### src/rtl/prog_updown_counter_pkg.sv
// Shared constants for the programmable up/down counter.
// Direction and bound-mode encodings used by the top and the next-value logic.
package prog_updown_counter_pkg;

  localparam logic DIR_UP    = 1'b1;
  localparam logic DIR_DN    = 1'b0;
  localparam logic MODE_WRAP = 1'b0;
  localparam logic MODE_SAT  = 1'b1;

endpackage

### src/rtl/prog_updown_counter_if.sv
// Control/status bundle of the programmable up/down counter.
// The master drives the controls; the slave (the counter) drives the status.
interface prog_updown_counter_if #(
  parameter int unsigned WIDTH  = 8,
  parameter int unsigned STEP_W = 4
);

  logic              load_en;
  logic [WIDTH-1:0]  data_in;
  logic              count_en;
  logic              up_dn;
  logic              sat_mode;
  logic [WIDTH-1:0]  limit;
  logic [STEP_W-1:0] step;
  logic              clr_flags;
  logic [WIDTH-1:0]  count_out;
  logic              tc;
  logic              ovf;
  logic              unf;

  modport master (
    output load_en, data_in, count_en, up_dn, sat_mode, limit, step, clr_flags,
    input  count_out, tc, ovf, unf
  );

  modport slave (
    input  load_en, data_in, count_en, up_dn, sat_mode, limit, step, clr_flags,
    output count_out, tc, ovf, unf
  );

endinterface

### src/rtl/prog_counter_next.sv
// Combinational next-count computation for one count step.
// Works in WIDTH+1 bits so sums and limit+1 never lose a carry.
module prog_counter_next
  import prog_updown_counter_pkg::*;
#(
  parameter int unsigned WIDTH  = 8,
  parameter int unsigned STEP_W = 4
) (
  input  logic [WIDTH-1:0]  i_count,
  input  logic [WIDTH-1:0]  i_limit,
  input  logic [STEP_W-1:0] i_step,
  input  logic              i_up_dn,
  input  logic              i_sat_mode,
  output logic [WIDTH-1:0]  o_next,
  output logic              o_ovf_evt,
  output logic              o_unf_evt
);

  localparam int unsigned XW = WIDTH + 1;

  logic [XW-1:0] w_cnt;
  logic [XW-1:0] w_lim;
  logic [XW-1:0] w_l1;
  logic [XW-1:0] w_stp;
  logic [XW-1:0] w_sum;
  logic [XW-1:0] w_wrap_up;
  logic [XW-1:0] w_wrap_dn_base;
  logic [XW-1:0] w_res;

  always_comb begin
    w_cnt          = {1'b0, i_count};
    w_lim          = {1'b0, i_limit};
    w_l1           = w_lim + XW'(1);
    w_stp          = XW'(i_step);
    w_sum          = w_cnt + w_stp;
    w_wrap_up      = w_sum - w_l1;
    // cnt <= limit on this path, so cnt + limit + 1 still fits in XW bits
    w_wrap_dn_base = w_cnt + w_l1;
    w_res          = w_cnt;
    o_ovf_evt      = 1'b0;
    o_unf_evt      = 1'b0;

    if (w_stp == '0) begin
      w_res = w_cnt;
    end else if (i_up_dn == DIR_UP) begin
      if ((w_cnt > w_lim) || (w_sum > w_lim)) begin
        o_ovf_evt = 1'b1;
        if (i_sat_mode == MODE_SAT) begin
          w_res = w_lim;
        end else if ((w_cnt <= w_lim) && (w_wrap_up <= w_lim)) begin
          w_res = w_wrap_up;
        end else begin
          w_res = '0;
        end
      end else begin
        w_res = w_sum;
      end
    end else begin
      if (w_cnt > w_lim) begin
        w_res = w_lim;
      end else if (w_stp > w_cnt) begin
        o_unf_evt = 1'b1;
        if (i_sat_mode == MODE_SAT) begin
          w_res = '0;
        end else if (w_wrap_dn_base < w_stp) begin
          w_res = '0;
        end else begin
          w_res = w_wrap_dn_base - w_stp;
        end
      end else begin
        w_res = w_cnt - w_stp;
      end
    end

    o_next = w_res[WIDTH-1:0];
  end

endmodule

### src/rtl/prog_updown_counter.sv
// Programmable up/down counter with limit, step, wrap/saturate and sticky flags.
// Holds the registers; priority is reset > load > count > hold.
module prog_updown_counter
  import prog_updown_counter_pkg::*;
#(
  parameter int unsigned WIDTH  = 8,
  parameter int unsigned STEP_W = 4
) (
  input logic                  clk,
  input logic                  reset_n,
  prog_updown_counter_if.slave bus
);

  logic [WIDTH-1:0] r_count;
  logic             r_tc;
  logic             r_ovf;
  logic             r_unf;

  logic [WIDTH-1:0] w_next;
  logic             w_ovf_evt;
  logic             w_unf_evt;
  logic [WIDTH-1:0] w_count_d;
  logic             w_tc_d;
  logic             w_ovf_d;
  logic             w_unf_d;

  prog_counter_next #(
    .WIDTH  (WIDTH),
    .STEP_W (STEP_W)
  ) u_next (
    .i_count    (r_count),
    .i_limit    (bus.limit),
    .i_step     (bus.step),
    .i_up_dn    (bus.up_dn),
    .i_sat_mode (bus.sat_mode),
    .o_next     (w_next),
    .o_ovf_evt  (w_ovf_evt),
    .o_unf_evt  (w_unf_evt)
  );

  always_comb begin
    w_count_d = r_count;
    w_tc_d    = 1'b0;
    w_ovf_d   = r_ovf & ~bus.clr_flags;
    w_unf_d   = r_unf & ~bus.clr_flags;
    if (bus.load_en) begin
      w_count_d = (bus.data_in > bus.limit) ? bus.limit : bus.data_in;
    end else if (bus.count_en) begin
      w_count_d = w_next;
      w_tc_d    = w_ovf_evt | w_unf_evt;
      // A new event outranks a simultaneous clear
      w_ovf_d   = w_ovf_d | w_ovf_evt;
      w_unf_d   = w_unf_d | w_unf_evt;
    end
  end

  always_ff @(posedge clk) begin
    if (!reset_n) begin
      r_count <= '0;
      r_tc    <= 1'b0;
      r_ovf   <= 1'b0;
      r_unf   <= 1'b0;
    end else begin
      r_count <= w_count_d;
      r_tc    <= w_tc_d;
      r_ovf   <= w_ovf_d;
      r_unf   <= w_unf_d;
    end
  end

  assign bus.count_out = r_count;
  assign bus.tc        = r_tc;
  assign bus.ovf       = r_ovf;
  assign bus.unf       = r_unf;

endmodule

### src/flat_wrapper.sv
// flat-port wrapper written by rule: the top's interface ports become plain ports
module prog_updown_counter_flat import prog_updown_counter_pkg::*;
#(
  parameter int unsigned WIDTH  = 8,
  parameter int unsigned STEP_W = 4
)
  (clk, reset_n, bus_load_en, bus_data_in, bus_count_en, bus_up_dn, bus_sat_mode, bus_limit, bus_step, bus_clr_flags, bus_count_out, bus_tc, bus_ovf, bus_unf);
  prog_updown_counter_if #(.WIDTH(WIDTH), .STEP_W(STEP_W)) bus_i ();
  input logic clk;
  input logic reset_n;
  input wire logic [$bits(bus_i.load_en)-1:0] bus_load_en;
  input wire logic [$bits(bus_i.data_in)-1:0] bus_data_in;
  input wire logic [$bits(bus_i.count_en)-1:0] bus_count_en;
  input wire logic [$bits(bus_i.up_dn)-1:0] bus_up_dn;
  input wire logic [$bits(bus_i.sat_mode)-1:0] bus_sat_mode;
  input wire logic [$bits(bus_i.limit)-1:0] bus_limit;
  input wire logic [$bits(bus_i.step)-1:0] bus_step;
  input wire logic [$bits(bus_i.clr_flags)-1:0] bus_clr_flags;
  output wire logic [$bits(bus_i.count_out)-1:0] bus_count_out;
  output wire logic [$bits(bus_i.tc)-1:0] bus_tc;
  output wire logic [$bits(bus_i.ovf)-1:0] bus_ovf;
  output wire logic [$bits(bus_i.unf)-1:0] bus_unf;
  assign bus_i.load_en = bus_load_en;
  assign bus_i.data_in = bus_data_in;
  assign bus_i.count_en = bus_count_en;
  assign bus_i.up_dn = bus_up_dn;
  assign bus_i.sat_mode = bus_sat_mode;
  assign bus_i.limit = bus_limit;
  assign bus_i.step = bus_step;
  assign bus_i.clr_flags = bus_clr_flags;
  assign bus_count_out = bus_i.count_out;
  assign bus_tc = bus_i.tc;
  assign bus_ovf = bus_i.ovf;
  assign bus_unf = bus_i.unf;
  prog_updown_counter #(.WIDTH(WIDTH), .STEP_W(STEP_W)) u_core (.clk(clk), .reset_n(reset_n), .bus(bus_i));
endmodule
### config.mk
export PLATFORM = sky130hd
export DESIGN_NAME = prog_updown_counter_flat
export DESIGN_NICKNAME = d
export VERILOG_FILES = /design/src/rtl/prog_updown_counter_pkg.sv /design/src/rtl/prog_updown_counter_if.sv /design/src/rtl/prog_counter_next.sv /design/src/rtl/prog_updown_counter.sv /design/src/flat_wrapper.sv
export SDC_FILE = /design/constraint.sdc
export NUM_CORES = 1
export LEC_CHECK = 0
export BUFFER_PORTS_ARGS = -buffer_cell sky130_fd_sc_hd__clkbuf_2
export CAP_MARGIN = 20
export CORE_AREA = 2 2 106 108
export CTS_CLUSTER_SIZE = 8
export DETAILED_ROUTE_END_ITERATION = 8
export DIE_AREA = 0 0 108 110
export MAX_ROUTING_LAYER = met4
export PLACE_DENSITY_LB_ADDON = 0.3
export SLEW_MARGIN = 20
export SYNTH_ARGS = -nofsm -noshare
export SYNTH_HDL_FRONTEND = slang
export SYNTH_SLANG_ARGS = --single-unit
### constraint.sdc
create_clock -name clk -period 6 [get_ports clk]
set_input_delay 1.2 -clock clk [delete_from_list [all_inputs] [get_ports clk]]
set_output_delay 1.2 -clock clk [all_outputs]
set_load 0.03 [all_outputs]
## Word level (Yosys, flattened, before mapping)

Cells that the tools add are included.

- Order comparisons: 7
- Reductions and logical operators: 6
- $add $sub $neg: 6
- Mux-type cells: 23
- Bitwise operators: 8
- Equality and inequality tests: 1

Operators with widths:

| operator | count |
|---|---|
| $mux W8 | 12 |
| $gt A8 B8 Y1 | 2 |
| $sub A8 B4 Y8 | 2 |
| $mux W1 | 11 |
| $add A8 B1 Y9 const B | 1 |
| $add A8 B4 Y9 | 1 |
| $add A8 B9 Y9 | 1 |
| $gt A9 B8 Y1 | 1 |
| $le A9 B8 Y1 | 1 |
| $lt A9 B4 Y1 | 1 |
| $sub A9 B9 Y9 | 1 |
| $gt A4 B8 Y1 | 1 |
| $le A8 B8 Y1 | 1 |
| $logic_not A4 Y1 | 1 |
| $not A1 Y1 | 3 |
| $or A1 B1 Y1 | 3 |
| $reduce_or A3 Y1 | 1 |
| $and A1 B1 Y1 | 2 |
| $ne A2 B2 Y1 const B | 1 |
| $reduce_and A2 Y1 | 1 |
| $reduce_bool A2 Y1 | 1 |
| $logic_and A1 B1 Y1 | 1 |
| $logic_or A1 B1 Y1 | 1 |

- Logic and storage cells: 55
- Bits in registers: 11
- Input bits: 27
- Output and inout bits: 11

## Depth between registers and ports, before layout

Gate-level depths: netlist (run 1).

- Word-level depth: 11
- Mapped depth: 21
- Depth with buffers taken out: 21

## Hierarchy

From an unflattened synthesis (run 1), not the netlist that was laid out.

- Cell total of the unflattened synthesis: 444
- Area total of the unflattened synthesis: 3,523.4 µm²

By module, submodules not included:

| module | area an instance (µm²) | cells each | seq. area each (µm²) | instances |
|---|---|---|---|---|
| prog_counter_next | 2,640.0 | 339 | 0.0 | 1 |
| prog_updown_counter | 883.3 | 105 | 220.2 | 1 |

## Worst setup path after synthesis (run 1)

Ideal clock, no wire load.

- Path kind: input -> register
- Start: in bus_step[0]
- End: reg u_core.r_count[3], in the netlist u_core.bus.count_out[3]
- Stages: 20
- Setup slack: 946 ps
- Arrival time: 4,980 ps
- Setup time: 74 ps
- Buffers on the path: 0
- Required time: 5,926 ps
- Cells stage by stage: ha_1 -> fa_1 -> nand2b_4 -> a21oi_1 -> nor2_1 -> xnor2_1 -> ha_1 -> and3_1 -> a21oi_1 -> nand3b_1 -> xor2_1 -> ha_1 -> a21o_1 -> a211oi_1 -> o21ai_0 -> o22a_1 -> a211oi_4 -> a221oi_2 -> or3_1 -> a31oi_1

- Longest elaborated chain between the ends: 11
- Elaborated cells between the ends (all ways): 24
- Classes of those cells: 4 x add/sub; 4 x order compare; 1 x eq/ne; 11 x mux; 4 x reduce/logical

Ends and longest elaborated chain:

| item | line | text |
|---|---|---|
| start: declaration | flat_wrapper.sv:17 | `input wire logic [$bits(bus_i.step)-1:0] bus_step;` |
| $add A8 B4 Y9 | prog_counter_next.sv:35 | `w_sum = w_cnt + w_stp;` |
| $sub A9 B9 Y9 | prog_counter_next.sv:36 | `w_wrap_up = w_sum - w_l1;` |
| $le A9 B8 Y1 | prog_counter_next.sv:50 | `end else if ((w_cnt <= w_lim) && (w_wrap_up <= w_lim)) begin` |
| $logic_and A1 B1 Y1 | prog_counter_next.sv:50 |  |
| $mux W8 | prog_counter_next.sv:50 |  |
| $mux W8 | prog_counter_next.sv:48 | `if (i_sat_mode == MODE_SAT) begin` |
| $mux W8 | prog_counter_next.sv:46 | `if ((w_cnt > w_lim) \|\| (w_sum > w_lim)) begin` |
| $mux W8 | prog_counter_next.sv:45 | `end else if (i_up_dn == DIR_UP) begin` |
| $mux W8 | prog_counter_next.sv:43 | `if (w_stp == '0) begin` |
| $mux W8 | prog_updown_counter.sv:48 | `end else if (bus.count_en) begin` |
| $mux W8 | prog_updown_counter.sv:46 | `if (bus.load_en) begin` |
| end signal: assignment | prog_updown_counter.sv:64 | `r_count <= w_count_d;` |
| end: declaration | prog_updown_counter.sv:14 | `logic [WIDTH-1:0] r_count;` |

Parallel ways exist; a longest one is shown, timed or not. The select of a mux whose other input is x is not followed.
A chain may end at the register's enable or synchronous reset.

## Worst setup path after layout (run 1)

- Start: in bus_step[1]
- End: reg u_core.r_count[3], in the netlist u_core.bus.count_out[3]

The elaborated chain is that of the path after synthesis.

==> results of run 1 <==
==> critical path, stage by stage <==
cell	delay [ps]
clkbuf_2	190
inv_1	100
ha_1	290
inv_1	40
a21oi_1	120
nor2_1	80
o31ai_1	370
xnor2_1	290
ha_1	360
or2_2	300
a21oi_1	140
a31oi_1	70
xor2_1	220
ha_1	290
a211oi_1	210
o21ai_0	130
o22a_1	260
a211oi_4	380
a221oi_2	110
or3_1	360
a31oi_1	180
==> kinds of logic after synthesis <==
logic type	synth area share, %
buffers and inverters	5.80
flip-flops	6.95
multiplexers	2.29
XOR/XNOR	8.84
adder cells (fa/ha/maj)	27.2
AO/OA/AOI/OAI	28.9
AND/OR/NAND/NOR	20.0
==> layout make-up <==
type | count | area share (%)
tap | 140 | 4.93
multi-input combinational | 352 | 77.8
clock buffer | 4 | 1.27
inverter | 35 | 3.70
timing repair buffer | 41 | 6.06
sequential | 11 | 6.20
==> cell usage in the layout (no fill, tap or decap), types with 3 or more instances in the layout <==
cell and count:
ha_1 61, clkbuf_2 37, a21oi_1 35, inv_1 33
nor2_1 26, xnor2_1 20, nand2_1 18, o21ai_0 15
nor2b_1 12, nand3_1 12, xor2_1 12, dfxtp_1 11
a21o_1 10, nor3_1 10, o21ai_1 10, o21a_1 9
nand4_1 7, a31oi_1 6, nand2b_1 6, o211ai_1 6
mux2i_1 5, a221oi_1 5, fa_1 5, or3_1 4
buf_4 4, o31ai_1 3, a211oi_1 3, a21boi_1 3
a221o_1 3, clkbuf_8 3
==> state kept, by name, indices dropped and copies added (netlist names) <==
signal	flops
u_core.bus.unf	1
u_core.bus.ovf	1
u_core.bus.count_out	8
u_core.bus.tc	1
==> through the flow <==
| step | std cells | instance area [µm²] |
|---|---|---|
| 6_report | 583 | 3550 |
| 3_3_place_gp | 578 | 3500 |
| 5_1_grt | 583 | 3550 |
| 3_5_place_dp | 578 | 3500 |
| 2_1_floorplan | 410 | 3170 |
| 4_1_cts | 582 | 3540 |
==> repair_timing <==
action | CTS | global route
buffers inserted | 0 | 0
setup endpoints to repair | 0 | 1
hold buffers | 0 | 0
==> power groups by stage <==
stage | clock (W) | combinational [W] | sequential, W
2_1_floorplan | 0 | 0.000501 | 0.000109
3_3_place_gp | 0 | 0.000671 | 0.000104
3_5_place_dp | 0 | 0.000686 | 0.000104
4_1_cts | 0.0000772 | 0.000690 | 0.000102
5_1_grt | 0.0000816 | 0.000777 | 0.000104
6_report | 0.0000770 | 0.000696 | 0.000102
==> worst paths after layout <==
kind / startpoint / end / slack [ps] / cells after the start
hold / removal: u_core.bus.ovf / u_core.bus.ovf / 460 / 2
setup reg to reg: u_core.bus.count_out[3] / u_core.bus.count_out[3] / 1240 / 18
hold reg to reg: u_core.bus.ovf / u_core.bus.ovf / 460 / 2
setup / recovery: bus_step[1] / u_core.bus.count_out[3] / 480 / 21
==> routing by layer <==
metal | vias up | GRT usage (%)
met2 | 89 | 30.7
met4 | 0 | 6.41
met5 | - | -
met3 | 16 | 1.06
li1 | 1590 | -
met1 | 1499 | 23.3
==> flow_metrics.tcl, run 1 <==
set metrics [dict create \
    drive_above_1_share_pct 13.1 \
    setup_viol 0 \
    critPathKind "in2reg" \
    required_ps 6170 \
    antenna_found_initial 0 \
    synthTopCellsByArea "ha_1 (24%), dfxtp_1 (6.9%), a21oi_1 (5.5%), xnor2_1 (5.5%), inv_1 (3.9%)" \
    intPower_w 0.000413 \
    max_freq_mhz 181 \
    yosysSeqAreaShare_pct 6.95 \
    tns_ps 0 \
    dieArea_mm2 0.0119 \
    drc_errors 0 \
    p_switching_w 0.000462 \
    clockRootBuffer "clkbuf_8" \
    grt-ovfl-total 0 \
    synthFlopType "dfxtp_1" \
    swShare_pct 52.8 \
    avgSynthCellArea_um2 7.73 \
    power_density_mw_per_mm2 246 \
    globalplace.congestion 0.846 \
    drt-pass1-iter-count 5 \
    cts_tree "built" \
    finalCritPeriodShare_pct 92.1 \
    synthDistinctLibCells 66 \
    vdd_drop_max_v 0.000109 \
    cts_resized 0 \
    yosysMostFrequentCell "ha_1" \
    rsz0062_at_grt "false" \
    wl_per_cell_um 17.5 \
    fill_cells 1181 \
    slew_headroom_pct 39.5 \
    drt-total-wl_um 10200 \
    synthTopCellsByCount "ha_1 (61), a21oi_1 (35), inv_1 (33)" \
    synth_largest_area_cell "ha_1" \
    max-cap-violations 0 \
    hold_ws_ps 460 \
    crit_path_start_kind "input pin" \
    worst_slack_ps 476 \
    syn-cell-area_mm2 0.00317 \
    grt_pass1_wl_um 16300 \
    hold_viol 0 \
    clock_latency_ps 240 \
    ys_ff_latch 11 \
    worstHoldPathType "reg2reg" \
    pre_cts_ws_ps 248 \
    antenna_cells 0 \
    critPathMaxFanout 8 \
    drtIter0Drc 173 \
    rows 38 \
    grt_start_max_net_pins 15 \
    wl_met1_um 4710 \
    syn_nets 503 \
    cellLeakagePower_nw 1.61 \
    worst_pin_slew_ps 896 \
    status "finished clean" \
    wl_met3_um 395 \
    portBuffers 37 \
    multi_input_area_mm2 0.00277 \
    fp.coreArea_mm2 0.0107 \
    top_layer_used "met4" \
    cp.arrival_ps 5690 \
    drtAntennaViolNets 0 \
    start_util_pct 29.6 \
    post-route-min-period_ps 5520 \
    grt_pass1_vias 3167 \
    power_w 0.000875 \
    regArea_um2 220 \
    p_comb_share_pct 79.5 \
    clock-skew-final_ps 1.36 \
    crit_path_end_kind "flip-flop" \
    clkPwrFrac_pct 8.8 \
    num_io_pins 38 \
    die_w_um 108 \
    clockBufferDepth 2 \
    synth-edff-count 0 \
    num_vias 3194 \
    h-tree-depth 1 \
    clkSinkCount 11 \
    synth.top_cell.area_share_pct 24.1 \
    place_hpwl_um 8620 \
    syn_to_final_growth_pct 12.1 \
    route.met2.wl_um 4810 \
    async_flop_share_pct 0 \
    utilization_pct 33.2 \
    fp.dieH_um 110 \
    cts_made_buffers 3 \
    seqPwrFrac_pct 11.7 \
    grtUsageTotal_pct 18.2 \
    finalNetCount 537 \
    viasPerCell 5.48 \
    synth_cells 410 \
    slew_viol_final 0 \
    ys_warn_count 0 \
    clk_pin_slew_ps 50 \
]
Power figures use the tool's default switching activity.
==> run 2, diff against run 1 <==
--- a/config.mk
+++ b/config.mk
@@ -7,10 +7,10 @@
 export LEC_CHECK = 0
 export BUFFER_PORTS_ARGS = -buffer_cell sky130_fd_sc_hd__clkbuf_2
 export CAP_MARGIN = 20
-export CORE_AREA = 2 2 106 108
+export CORE_AREA = 2 2 136 85
 export CTS_CLUSTER_SIZE = 8
 export DETAILED_ROUTE_END_ITERATION = 8
-export DIE_AREA = 0 0 108 110
+export DIE_AREA = 0 0 138 87
 export MAX_ROUTING_LAYER = met4
 export PLACE_DENSITY_LB_ADDON = 0.3
 export SLEW_MARGIN = 20
==> run 2 against run 1 <==
Net effect:
- critical path depth unchanged
- register-to-register slack worse by 90 ps
- final cell count is 1.0% higher
- combinational power increased by 1%
- sequential cell count unchanged
- clock power increased by 66%
- die area increased by 1.1%
- non-clock buffer count is 2 higher
- critical path type unchanged
- critical endpoint is now u_core.bus.count_out[6]
- largest cell class unchanged
==> flow_metrics.tcl, run 2 (synthesis results as in run 1) <==
set metrics [dict create \
    status "finished clean" \
    hold_viol 0 \
    start_util_pct 29.1 \
    num_vias 3246 \
    critPathMaxFanout 8 \
    grt.met3_usage_pct 4.95 \
    max_freq_mhz 180 \
    wl_per_cell_um 18.5 \
    regArea_um2 220 \
    die_w_um 138 \
    vdd_drop_max_v 0.000108 \
    cp.arrival_ps 5720 \
    antenna_found_initial 0 \
    mostFrequentLayoutCells "ha_1 (61), clkbuf_2 (37), a21oi_1 (35)" \
    h-tree-depth 1 \
    clockRootBuffer "clkbuf_16" \
    final_area_mm2 0.00361 \
    rsz0062_at_grt "false" \
    power_density_mw_per_mm2 260 \
    ctsHoldBuffers 0 \
    grt_start_max_net_pins 15 \
    gr-usage-met2_pct 24.3 \
    place_hpwl_um 9250 \
    num_io_pins 38 \
    fp.coreArea_mm2 0.0109 \
    drc_errors 0 \
    syn_to_final_growth_pct 13.8 \
    worst_pin_slew_ps 752 \
    finalCritPeriodShare_pct 92.6 \
    utilization_pct 33.1 \
    crit_path_cell_trace "clkbuf_2 -> inv_1 -> ha_1 -> inv_1 -> a21oi_1 -> nor2_1 -> o31ai_1 -> xnor2_1 -> ha_1 -> or2_2 -> a21oi_1 -> a31oi_1 -> xor2_1 -> ha_1 -> a211oi_1 -> o21ai_0 -> o22a_1 -> a211oi_4 -> a221oi_1 -> or3_1 -> o211ai_1" \
    final_common_cell "ha_1" \
    required_ps 6170 \
    dpl-instance-area_mm2 0.00352 \
    cp_common_cell "ha_1" \
    tns_ps 0 \
    gr-usage-met1_pct 29.5 \
    drt-pass1-iter-count 6 \
    fill_cells 1175 \
    grtUsageTotal_pct 18.8 \
    rows 30 \
    max-cap-violations 0 \
    viasPerCell 5.51 \
    fp.dieH_um 87 \
    grt_pass1_vias 3001 \
    antenna_cells 0 \
    dieArea_mm2 0.0120 \
    drtIter0Drc 304 \
    clockBufferDepth 2 \
    grt-busiest-layer "met1" \
    finalNetCount 539 \
    cts_made_buffers 3 \
    cts_tree "built" \
    clk_pin_slew_ps 40 \
    cp_slowest_cell "a211oi_4" \
    critPathKind "in2reg" \
    clock_latency_ps 250 \
    setup_viol 0 \
    crit_path_start_kind "input pin" \
    slew_headroom_pct 49.7 \
    cts_resized 0 \
    globalplace.congestion 0.926 \
    largest_reg_flops 8 \
    crit_path_end_kind "flip-flop" \
    drtAntennaViolNets 0 \
    post-cts-setup-buffers 0 \
    slew_viol_final 0 \
    drive_above_1_share_pct 13.5 \
    multi_input_area_mm2 0.00277 \
    grt_pass1_wl_um 17000 \
    slowest_delay_ps 460 \
    grt-ovfl-total 0 \
    clock-skew-final_ps 7.91 \
    portBuffers 37 \
    cellLeakagePower_nw 1.63 \
    drt-total-wl_um 10900 \
    worstHoldPathType "reg2reg" \
    post-route-min-period_ps 5550 \
    clkSinkCount 11 \
]
[run 2: changes by cell type in the layout (fill, tap and decap cells not counted)]
cell / change
clkbuf_4: +1
buf_4: +1
clkbuf_16: +3
clkbuf_8: -3
[run 2: per-stage QoR]
| step | instances | setup slack [ps] | power, W | hold slack, ps |
|---|---|---|---|---|
| after floorplan | 410 | 946 | 0.000610 | 570 |
| after global placement | 584 | 412 | 0.000782 | 456 |
| after detailed placement | 584 | 240 | 0.000791 | 451 |
| after CTS | 588 | 481 | 0.000924 | 456 |
| after global routing | 589 | 36.9 | 0.00102 | 471 |
| final | 589 | 446 | 0.000937 | 456 |
[run 2: path summary, 6_finish.rpt]
kind,start,end,slack [ps],depth (start not counted)
worst max-delay path,bus_step[1],u_core.bus.count_out[6],450,21
worst min-delay path,u_core.bus.ovf,u_core.bus.ovf,460,2
worst max register to register,u_core.bus.count_out[1],u_core.bus.count_out[6],1150,19
worst min register to register,u_core.bus.ovf,u_core.bus.ovf,460,2
[run 2: final cells by class]
cell class | count | area share, %
inverters | 35 | 3.64
repair buffers | 43 | 6.38
flip-flops and latches | 11 | 6.11
clock buffers | 4 | 2.19
multi-input cells | 352 | 76.7
well taps | 144 | 5.00
[run 2: power breakdown]
| part | switching, W | internal, W | total, W |
|---|---|---|---|
| sequential | 0.0000225 | 0.0000816 | 0.000104 |
| clock | 0.0000385 | 0.0000898 | 0.000128 |
| combinational | 0.000419 | 0.000286 | 0.000705 |
| total | 0.000480 | 0.000457 | 0.000937 |
[run 2: metal layers]
layer / share of wire [%] / wire length [µm]
met1: 54 / 5900
met2: 35 / 3810
met3: 11 / 1160
met4: 0 / 0
met5: 0 / 0
[run 2: worst max-delay path, delay by kind of cell]
family,cells,cell delay [ps]
fa+ha+maj,3,940
xor+xnor,2,520
buf+inv,3,320
compound gates,10,1930
simple gates,3,800
==> run 3, diff against run 2 <==
--- a/config.mk
+++ b/config.mk
@@ -5,12 +5,12 @@
 export SDC_FILE = /design/constraint.sdc
 export NUM_CORES = 1
 export LEC_CHECK = 0
-export BUFFER_PORTS_ARGS = -buffer_cell sky130_fd_sc_hd__clkbuf_2
+export BUFFER_PORTS_ARGS = -buffer_cell sky130_fd_sc_hd__buf_2
 export CAP_MARGIN = 20
-export CORE_AREA = 2 2 136 85
+export CORE_AREA = 2 2 101 64
 export CTS_CLUSTER_SIZE = 8
 export DETAILED_ROUTE_END_ITERATION = 8
-export DIE_AREA = 0 0 138 87
+export DIE_AREA = 0 0 103 66
 export MAX_ROUTING_LAYER = met4
 export PLACE_DENSITY_LB_ADDON = 0.3
 export SLEW_MARGIN = 20
==> run 3 against run 2 <==
Net effect:
- clock skew down 5.3 ps
- sequential cell count unchanged
- via count up 2.0%
- first-iteration DRC count down 6.9%
- sequential share of layout area up 0.24 points
- maximum frequency up 0.15%
- register-to-register slack better by 20 ps
- count of clock-buffer cells in the layout unchanged
- utilization up 26 points
- highest routed layer is now met4
==> flow_metrics.tcl, run 3 (synthesis results as in run 1) <==
set metrics [dict create \
    status "finished clean" \
    portBuffers 37 \
    hold_viol 0 \
    critPathCapture "u_core.bus.count_out[4]" \
    grt-ovfl-total 0 \
    drt-pass1-iter-count 5 \
    p_switching_w 0.000465 \
    final_common_cell "ha_1" \
    vdd_drop_max_v 0.000138 \
    critPathMaxFanout 8 \
    drive_above_1_share_pct 12.7 \
    cts_made_buffers 3 \
    ctsHoldBuffers 0 \
    post-route-min-period_ps 5550 \
    slowest_delay_ps 470 \
    num_vias 3312 \
    rows 22 \
    clkSinkCount 11 \
    clock_latency_ps 250 \
    wl_per_cell_um 18.6 \
    crit_path_start_kind "input pin" \
    power_density_mw_per_mm2 253 \
    worst_slack_ps 454 \
    slew_viol_final 0 \
    clockBufferDepth 2 \
    reg2reg_depth 18 \
    swShare_pct 53.1 \
    cp_slowest_cell "a211oi_4" \
    viasPerCell 6.31 \
    grt_pass1_vias 3054 \
    drt-total-wl_um 9780 \
    tns_ps 0 \
    dieArea_mm2 0.00680 \
    r2r-end "u_core.bus.count_out[4]" \
    max-cap-violations 0 \
    syn_to_final_growth_pct 9.40 \
    critPathTopFamily "compound AO/OA/AOI/OAI gates" \
    post-cts-setup-buffers 0 \
    place_hpwl_um 8090 \
    cellLeakagePower_nw 1.60 \
    multi_input_area_mm2 0.00277 \
    clockRootBuffer "clkbuf_8" \
    drtIter0Drc 283 \
    critPathKind "in2reg" \
    path_depth 21 \
    path_buf_inv 3 \
    clock-skew-final_ps 2.58 \
    antenna_found_initial 0 \
    finalCritPeriodShare_pct 92.4 \
    crit_path_cell_trace "buf_2 -> inv_1 -> ha_1 -> inv_1 -> a21oi_1 -> nor2_1 -> o31ai_1 -> xnor2_1 -> ha_1 -> or2_2 -> a21oi_1 -> a31oi_1 -> xor2_1 -> ha_1 -> a211oi_1 -> o21ai_0 -> o22a_1 -> a211oi_4 -> a221o_1 -> o211ai_1 -> a221oi_1" \
    intPower_w 0.000411 \
    cp_common_cell "ha_1" \
    cts_tree "built" \
    largest_reg_flops 8 \
    required_ps 6150 \
    seqPwrFrac_pct 11.6 \
    drtAntennaViolNets 0 \
    max_freq_mhz 180 \
    grt_start_max_net_pins 15 \
    clk_pin_slew_ps 60 \
    regArea_um2 220 \
    num_io_pins 38 \
    utilization_pct 58.9 \
    fp.coreArea_mm2 0.00589 \
    r2r_slack_ps 1170 \
    worstHoldPathType "reg2reg" \
    grtUsageTotal_pct 30.5 \
    rsz0062_at_grt "false" \
    finalNetCount 535 \
    globalplace.congestion 0.922 \
    crit_path_end_kind "flip-flop" \
    fp.dieH_um 66 \
    drc_errors 0 \
    pre_cts_ws_ps 285 \
    clkPwrFrac_pct 9.2 \
    slew_headroom_pct 26.7 \
    worst_pin_slew_ps 1100 \
    antenna_cells 0 \
    reg2reg_from "u_core.bus.count_out[3]" \
    cp.arrival_ps 5700 \
    p_comb_share_pct 79.2 \
    die_w_um 103 \
    h-tree-depth 1 \
    mostFrequentLayoutCells "ha_1 (61), buf_2 (37), a21oi_1 (35)" \
    fill_cells 579 \
    start_util_pct 53.8 \
    cts_resized 0 \
    crit_start "bus_step[1]" \
    grt_pass1_wl_um 15600 \
    setup_viol 0 \
]
==> run 3: tightest hold or removal path: cells and delay by family, from the launching register on <==
kind,cells,cell delay [ps]
AOI/OAI and AO/OA,1,50
and+or+nand+nor,1,50
DFF,1,300
==> run 3: worst min path at each step <==
stage | startpoint | endpoint | slack [ps] | cells past startpoint
floorplan | u_core.bus.ovf | u_core.bus.ovf | 570 | 2
global placement | u_core.bus.unf | u_core.bus.unf | 450 | 1
detailed placement | u_core.bus.ovf | u_core.bus.ovf | 450 | 2
CTS | u_core.bus.ovf | u_core.bus.ovf | 460 | 2
global route | u_core.bus.ovf | u_core.bus.ovf | 480 | 2
finish | u_core.bus.ovf | u_core.bus.ovf | 450 | 2
==> run 3: area by class of cell <==
type | count | area share [%]
repair buffers | 39 | 5.77
flip-flops and latches | 11 | 6.35
clock buffers | 4 | 1.30
multi-input cells | 352 | 79.8
well taps | 84 | 3.03
inverters | 35 | 3.79
==> run 3: per-layer routing <==
| layer | global-route usage, % | vias to the layer above | wire length [µm] | part of all wire, % |
|---|---|---|---|---|
| met5 | - | - | 0 | 0 |
| met4 | 2.47 | 0 | 76 | 0.78 |
| met3 | 5.18 | 10 | 947 | 9.7 |
| met2 | 43.8 | 165 | 3910 | 40 |
| met1 | 46.0 | 1544 | 4850 | 50 |
| li1 | - | 1593 | - | - |
==> run 3: power groups by stage <==
stage,clock network (W),registers [W],logic (W)
finish,0.0000801,0.000102,0.000694
CTS,0.0000792,0.000101,0.000678
global placement,0,0.000102,0.000651
global route,0.0000855,0.000103,0.000764
floorplan,0,0.000109,0.000501
detailed placement,0,0.000103,0.000671
==> run 3: metrics by stage <==
step / total power [W] / hold slack, ps / instances / instance area, µm²
after floorplan: 0.000610 / 570 / 410 / 3170
after global placement: 0.000754 / 446 / 521 / 3420
after detailed placement: 0.000774 / 452 / 521 / 3420
after CTS: 0.000858 / 460 / 525 / 3470
after global routing: 0.000953 / 481 / 525 / 3470
final: 0.000876 / 453 / 525 / 3470
